`src/rtl/game_pkg.sv`:
```
// Shared types and geometry for the detection path: frame size, box struct,
// and the extractor FSM states.
package game_pkg;

  localparam int COORD_W  = 11;
  localparam int NUM_OBJ  = 2;
  localparam int H_ACTIVE = 800;
  localparam int V_ACTIVE = 600;
  localparam int MIN_PIX  = 16;
  localparam int CNT_W    = 16;

  typedef logic [COORD_W-1:0] coord_t;
  typedef logic [CNT_W-1:0]   count_t;

  typedef struct packed {
    coord_t l;
    coord_t r;
    coord_t u;
    coord_t d;
  } bbox_t;

  typedef enum logic [1:0] {
    IDLE,
    ACCUM,
    COMMIT
  } bbx_state_e;

  localparam coord_t H_LIMIT  = coord_t'(H_ACTIVE);
  localparam coord_t V_LIMIT  = coord_t'(V_ACTIVE);
  localparam count_t MIN_CNT  = count_t'(MIN_PIX);
  localparam count_t CNT_SAT  = {CNT_W{1'b1}};

  // An empty box: min fields at the top of the range so the first hit wins.
  localparam bbox_t BBOX_CLEARED = '{
    l: {COORD_W{1'b1}},
    r: {COORD_W{1'b0}},
    u: {COORD_W{1'b1}},
    d: {COORD_W{1'b0}}
  };

  function automatic coord_t coord_min(input coord_t a, input coord_t b);
    return (b < a) ? b : a;
  endfunction

  function automatic coord_t coord_max(input coord_t a, input coord_t b);
    return (b > a) ? b : a;
  endfunction

endpackage

```
`src/rtl/bbox_accum.sv`:
```
// Per-object bounding-box accumulator. Outputs are look-ahead values that
// already include the pixel presented this cycle.
module bbox_accum
  import game_pkg::*;
(
  input  logic   clk_i,
  input  logic   rst_ni,
  input  logic   clr_i,
  input  logic   en_i,
  input  coord_t x_i,
  input  coord_t y_i,
  output bbox_t  box_o,
  output count_t count_o
);

  bbox_t  box_q,   box_d;
  count_t count_q, count_d;

  // Clear first, then fold in the pixel, so a hit on the clearing cycle
  // becomes the first member of the new frame.
  always_comb begin
    box_d   = clr_i ? BBOX_CLEARED : box_q;
    count_d = clr_i ? '0 : count_q;
    if (en_i) begin
      box_d.l = coord_min(box_d.l, x_i);
      box_d.r = coord_max(box_d.r, x_i);
      box_d.u = coord_min(box_d.u, y_i);
      box_d.d = coord_max(box_d.d, y_i);
      if (count_d != CNT_SAT) begin
        count_d = count_d + count_t'(1);
      end
    end
  end

  always_ff @(posedge clk_i or negedge rst_ni) begin
    if (!rst_ni) begin
      box_q   <= BBOX_CLEARED;
      count_q <= '0;
    end else begin
      box_q   <= box_d;
      count_q <= count_d;
    end
  end

  assign box_o   = box_d;
  assign count_o = count_d;

endmodule

```
`src/rtl/bbox_extractor.sv`:
```
// Scans per-pixel object masks over a frame and commits one bounding box per
// object at frame end, pulsing predict_valid for the commit cycle.
module bbox_extractor
  import game_pkg::*;
(
  input  logic                             i_clk,
  input  logic                             i_rst_n,
  input  logic                             i_frame_start,
  input  logic                             i_frame_end,
  input  logic                             i_pix_valid,
  input  logic [COORD_W-1:0]               i_x,
  input  logic [COORD_W-1:0]               i_y,
  input  logic [NUM_OBJ-1:0]               i_hit,
  output logic [NUM_OBJ-1:0][COORD_W-1:0]  left,
  output logic [NUM_OBJ-1:0][COORD_W-1:0]  right,
  output logic [NUM_OBJ-1:0][COORD_W-1:0]  up,
  output logic [NUM_OBJ-1:0][COORD_W-1:0]  down,
  output logic [NUM_OBJ-1:0]               o_found,
  output logic                             predict_valid
);

  bbx_state_e          state_q;
  logic                predict_valid_q;
  logic [NUM_OBJ-1:0]  found_q;
  bbox_t               box_q   [NUM_OBJ];

  bbox_t               acc_box [NUM_OBJ];
  count_t              acc_cnt [NUM_OBJ];

  logic                pix_in_range;
  logic                accepting;
  logic [NUM_OBJ-1:0]  acc_en;

  assign pix_in_range = i_pix_valid && (i_x < H_LIMIT) && (i_y < V_LIMIT);

  // A frame start in any state opens a new frame on this very cycle.
  assign accepting = i_frame_start || (state_q == ACCUM);

  for (genvar gi = 0; gi < NUM_OBJ; gi++) begin : g_obj
    assign acc_en[gi] = accepting && pix_in_range && i_hit[gi];

    bbox_accum u_accum (
      .clk_i   (i_clk),
      .rst_ni  (i_rst_n),
      .clr_i   (i_frame_start),
      .en_i    (acc_en[gi]),
      .x_i     (i_x),
      .y_i     (i_y),
      .box_o   (acc_box[gi]),
      .count_o (acc_cnt[gi])
    );

    assign left[gi]  = box_q[gi].l;
    assign right[gi] = box_q[gi].r;
    assign up[gi]    = box_q[gi].u;
    assign down[gi]  = box_q[gi].d;
  end

  // Commit samples the look-ahead accumulators so a pixel arriving with
  // i_frame_end is part of the committed box.
  always_ff @(posedge i_clk or negedge i_rst_n) begin
    if (!i_rst_n) begin
      state_q         <= IDLE;
      predict_valid_q <= 1'b0;
      found_q         <= '0;
      for (int k = 0; k < NUM_OBJ; k++) begin
        box_q[k] <= '0;
      end
    end else begin
      predict_valid_q <= 1'b0;
      case (state_q)
        IDLE: begin
          if (i_frame_start) begin
            state_q <= ACCUM;
          end
        end
        ACCUM: begin
          if (i_frame_start) begin
            state_q <= ACCUM;
          end else if (i_frame_end) begin
            state_q         <= COMMIT;
            predict_valid_q <= 1'b1;
            for (int k = 0; k < NUM_OBJ; k++) begin
              if (acc_cnt[k] >= MIN_CNT) begin
                box_q[k]   <= acc_box[k];
                found_q[k] <= 1'b1;
              end else begin
                found_q[k] <= 1'b0;
              end
            end
          end
        end
        COMMIT: begin
          state_q <= i_frame_start ? ACCUM : IDLE;
        end
        default: begin
          state_q <= IDLE;
        end
      endcase
    end
  end

  assign o_found       = found_q;
  assign predict_valid = predict_valid_q;

endmodule

```
`config.mk`:
```
export PLATFORM = sky130hd
export DESIGN_NAME = bbox_extractor
export DESIGN_NICKNAME = d
export VERILOG_FILES = /design/src/rtl/game_pkg.sv /design/src/rtl/bbox_accum.sv /design/src/rtl/bbox_extractor.sv
export SDC_FILE = /design/constraint.sdc
export NUM_CORES = 1
export LEC_CHECK = 0
export ABC_AREA = 0
export CORE_MARGIN = 5
export CORE_UTILIZATION = 55
export DETAILED_ROUTE_END_ITERATION = 8
export GPL_ROUTABILITY_DRIVEN = 1
export PLACE_DENSITY_LB_ADDON = 0.1
export SYNTH_ARGS = -nofsm -noshare
export SYNTH_HDL_FRONTEND = slang
export SYNTH_SLANG_ARGS = --single-unit
```
`constraint.sdc`:
```
create_clock -name i_clk -period 4.3 [get_ports i_clk]
set_clock_uncertainty 0.1 [all_clocks]
set_input_delay 0.86 -clock i_clk [delete_from_list [all_inputs] [get_ports i_clk]]
set_output_delay 0.86 -clock i_clk [all_outputs]
set_load 0.02 [all_outputs]
```
* After elaboration in Yosys (flattened, before gate mapping)
Index checks and enable logic that the tools add are counted.
Storage, ports and cells: flip-flop bits (word level) 213, bits of input ports 29
Operators by class: bitwise logic cells 1, $add $sub $neg 2, reductions and logical operators 11, equal/unequal tests 6, muxes and demuxes 28, order comparisons 12
Operators with widths (count):
- 44-bit two-way mux | 4
- 16-bit two-way mux | 6
- 11-bit two-way mux | 8
- 11-bit greater-than comparator | 4
- 11-bit < comparator | 4
- 16-bit by 1-bit adder with 16-bit output (second input constant) | 2
- 16-bit by 5-bit >= comparator with 1-bit output (second input constant) | 2
- 16-bit != test (second input constant) | 2
- 11-bit by 10-bit < comparator with 1-bit output (second input constant) | 2
- 4-bit AND reduction | 2
- 1-bit two-way mux | 6
- 2-bit two-way mux | 3
- 2-bit case mux with 3 select lines | 1
- 1-bit logical AND | 5
- 3-bit != test (second input constant) | 1
- 3-bit AND reduction | 1
- 2-bit by 1-bit equality test with 1-bit output (second input constant) | 1
- 2-bit equality test (second input constant) | 1
- 2-bit logical NOT | 1
- 2-bit != test (second input constant) | 1
- 2-bit AND reduction | 1
- 1-bit logical OR | 1
- 1-bit NOT | 1

* Logic depth before layout (Yosys ltp)
depth in word-level cells 8, mapped depth 17, mapped depth without buffers 10

* Modules after synthesis
A second synthesis with hierarchy kept.
Unflattened totals: cells, all modules 937, area, all modules 11487.3 sq um
Modules (own cells, without submodules):
- bbox_extractor | instances 1, seq. area each 2327.2 sq um, cells an instance 215, area each 4015.1 sq um
- bbox_accum at g_obj[1].u_accum | instances 1, seq. area each 1529.0 sq um, cells an instance 367, area each 3751.1 sq um
- bbox_accum at g_obj[0].u_accum | instances 1, seq. area each 1529.0 sq um, cells an instance 355, area each 3721.1 sq um

* Worst setup path before layout
Ideal clock, no wire load.
path type input-to-reg, from input i_frame_start, to register box_q (netlist bit down[1]), buffers on the path 7, required time 4.075 ns, arrival time 4.559 ns, slack -0.484 ns, cell stages on the path 17, cells stage by stage clkbuf_1 buf_2 buf_1 clkbuf_1 buf_1 nor2b_1 ha_1 and4b_1 clkbuf_1 nand3_1 nor2_1 or4_1 a21oi_2 nor3_2 a21oi_4 buf_6 mux2_4
RTL lines:
- start, declared | line bbox_extractor.sv:8 | input logic i_frame_start,
- end signal, assigned by index | line bbox_extractor.sv:85 | box_q[k] <= acc_box[k];
- end, declared | line bbox_extractor.sv:25 | bbox_t box_q [NUM_OBJ];

==> flow_summary.yaml <==
run_status:
  status: "complete, no violations"
worst_setup_path:
  critPathMaxStageDelay_ps: 450
  crit_start: "i_x[5]"
  start_kind: "input port"
  r2r-start: "state_q[0]"
  crit_required_ps: 4590
  criticalPathCategory: "in -> reg"
  cp_cell_sequence: "clkdlybuf4s50_1 > o311ai_2 > o2111ai_1 > or2_1 > nor4_1 > mux2_2 > nor4_2 > a21oi_4 > buf_12 > mux2_1"
  cp_slowest_cell: "clkdlybuf4s50_1"
  crit_family: "simple AND/OR/NAND/NOR gates"
  cp.buffers_inverters: 2
  rr_worst_depth: 9
  cp_max_fo: 25
  endpoint: "left[12]"
  ff2ff_setup_slack_ps: 1110
  critPathCaptureType: "flop"
  cp.arrival_ps: 4080
  path_depth: 10
  reg2reg_to: "left[12]"
logic_synthesis:
  synth_simple_gate_area_frac: 0.143
  ys_types: 66
  synth.top_cell.area_share: 0.372
  synth_top_family_by_area: "multiplexers"
  synth-seq-cells: 213
  synthCells: 983
  ys_async_sr_fraction: 1.00
  yosysMostFrequentCell: "dfrtp_1"
  syn_area_per_cell_um2: 11.6
  synthTopCellsByArea: "dfrtp_1, dfstp_2, ha_1"
  synth_seq_area_share: 0.474
  synth_flop_cell: "dfrtp_1"
  netlist_top_cells_count: "dfrtp_1, ha_1, nor2_1"
  syn-cell-area_um2: 11400
  synthMuxAreaShare: 0.164
  synth_top_cell_by_area: "dfrtp_1"
  yosys.area_share.adder: 0.0947
  syn-num-nets: 1098
  synth_xor_area_frac: 0.0162
  synth-compound-area-share: 0.0789
  synth_edf_count: 0
  ys_warn_count: 0
power_and_ir_drop:
  ir_worst_vdd_mv: 0.270
  clkPwrFrac: 0.466
  p_sw_frac: 0.233
  p_comb_frac: 0.078
  seq_power_share: 0.456
  switchingPower_uw: 1050
  leakage_uw: 0.00661
  p_int_uw: 3450
  power.density_nw_per_um2: 323
clocking:
  cts_tree: "done"
  clockRootBuffer: "clkbuf_16"
  ctsHoldBuffers: 0
  post_cts_buffers: 0
  insertion_delay_ps: 520
  htreeDepth: 1
  cts_buffers: 24
  numClockSinks: 213
  clk_pin_slew_ps: 60
  clk_path_buf_depth: 3
  ctsResizeCount: 0
global_routing:
  grt_remaining_overflow: 0
  grt_max_degree: 105
  grt.total_usage: 0.224
  antenna_found_initial: 0
  grt_pass1_wl_mm: 43.5
  grt_pass1_vias: 8341
job:
  maxCapViolations: 0
floorplanning:
  start_util: 0.559
  row_count: 52
  core_um2: 20300
  die_height_um: 154
  die_x_um: 154
  fp.dieArea_um2: 23600
  pin_count: 120
placement:
  hpwl_mm: 19.1
  portBuffers: 119
  place_congestion: 0.891
  dp_cells: 1379
timing:
  slew_violations: 0
  hold_viol_final: 0
  finalCritPeriodShare: 0.883
  worst_pin_slew_ps: 874
  setup_viol: 0
  slew_headroom: 0.417
  min_period_ps: 3800
  timing.fmax_mhz: 263
  tns_ps: 0
  rsz0062_at_grt: "no"
finish:
  drive_gt1_frac: 0.180
  instances_no_fill: 1423
  diodes: 0
  syn_to_final_growth_pct: 22.7
  nNetsFinal: 1250
detailed_routing:
  drt_iter0_drc: 386
  wl_per_cell_um: 18.5
  viasPerCell: 5.59
  first_pass_iters: 5
  wl_mm: 26.3
  drtAntennaViolNets: 0
  vias: 7949
  remaining_drc_errors: 0
hold_path:
  worstHoldPathType: "in -> async"
-- power groups by stage --
stage	combinational [uW]	sequential (uW)	clock (uW)
final	351	2060	2100
after floorplan	140	2110	0
after global routing	390	2060	2230
after global placement	349	2090	0
after CTS	355	2060	2140
after detailed placement	352	2090	0
-- cells in the final DEF, fill, tap and decap left out, types with 21 or more instances in the layout --
cell type	synthesis	layout
nor2_1	84	84
mux2i_1	60	60
clkbuf_16	0	24
mux2_4	39	39
a21oi_1	25	25
nand2_1	44	44
o21ai_0	43	41
dfstp_2	44	44
mux2_2	21	21
dfrtp_1	169	169
buf_4	0	39
clkdlybuf4s50_1	0	117
nand3_1	23	23
mux2_1	39	39
nor2b_1	34	34
ha_1	86	86
nand2b_1	48	48
inv_1	29	29
-- metrics by stage --
| step | instance area, um^2 | util | power [uW] | hold WS (ps) | setup slack (ps) |
|---|---|---|---|---|---|
| 3_3_place_gp | 13100 | 0.646 | 2440 | 329 | 114 |
| 3_5_place_dp | 13100 | 0.646 | 2440 | 338 | 21.5 |
| 2_1_floorplan | 11400 | - | 2250 | 319 | 9.96 |
| 5_1_grt | 13900 | 0.687 | 4680 | 354 | 360 |
| 6_report | 13900 | 0.687 | 4510 | 318 | 505 |
| 4_1_cts | 13900 | 0.687 | 4550 | 344 | 527 |
-- flip-flops by register name, indices dropped and copies added, names as in the netlist --
register and count:
g_obj.u_accum.count_q 32, predict_valid 1, state_q 2, left 22
right 22, up 22, down 22, g_obj.u_accum.box_q 88
o_found 2
-- worst min-delay path by stage --
stage | start | endpoint | slack [ps]
CTS | state_q[1] | state_q[0] | 340
global route | state_q[1] | state_q[0] | 350
finish | i_rst_n | down[7] | 320
floorplan | state_q[1] | state_q[0] | 320
detailed placement | state_q[1] | state_q[0] | 340
global placement | state_q[1] | state_q[0] | 330
-- per-layer routing --
metal / global-route usage / part of all wire
met1: 0.335 / 0.49
met2: 0.355 / 0.46
met3: 0.0306 / 0.042
met4: 0.0416 / 0.014
met5: 0 / 0
-- cell type report --
class	count	area, um^2
clock buffers	32	661
clock inverters	12	166
fillers	1565	6360
inverters	29	109
multi-input cells	702	5640
flip-flops and latches	213	5390
well taps	270	338
repair buffers	165	1640
-- cell families after synthesis --
group / count (synthesis)
simple gates: 304
flops: 213
mux: 159
compound gates: 132
fa+ha+maj: 86
buf+inv: 68
xor+xnor: 21
Note: power is estimated with default switching activity, not from simulation.
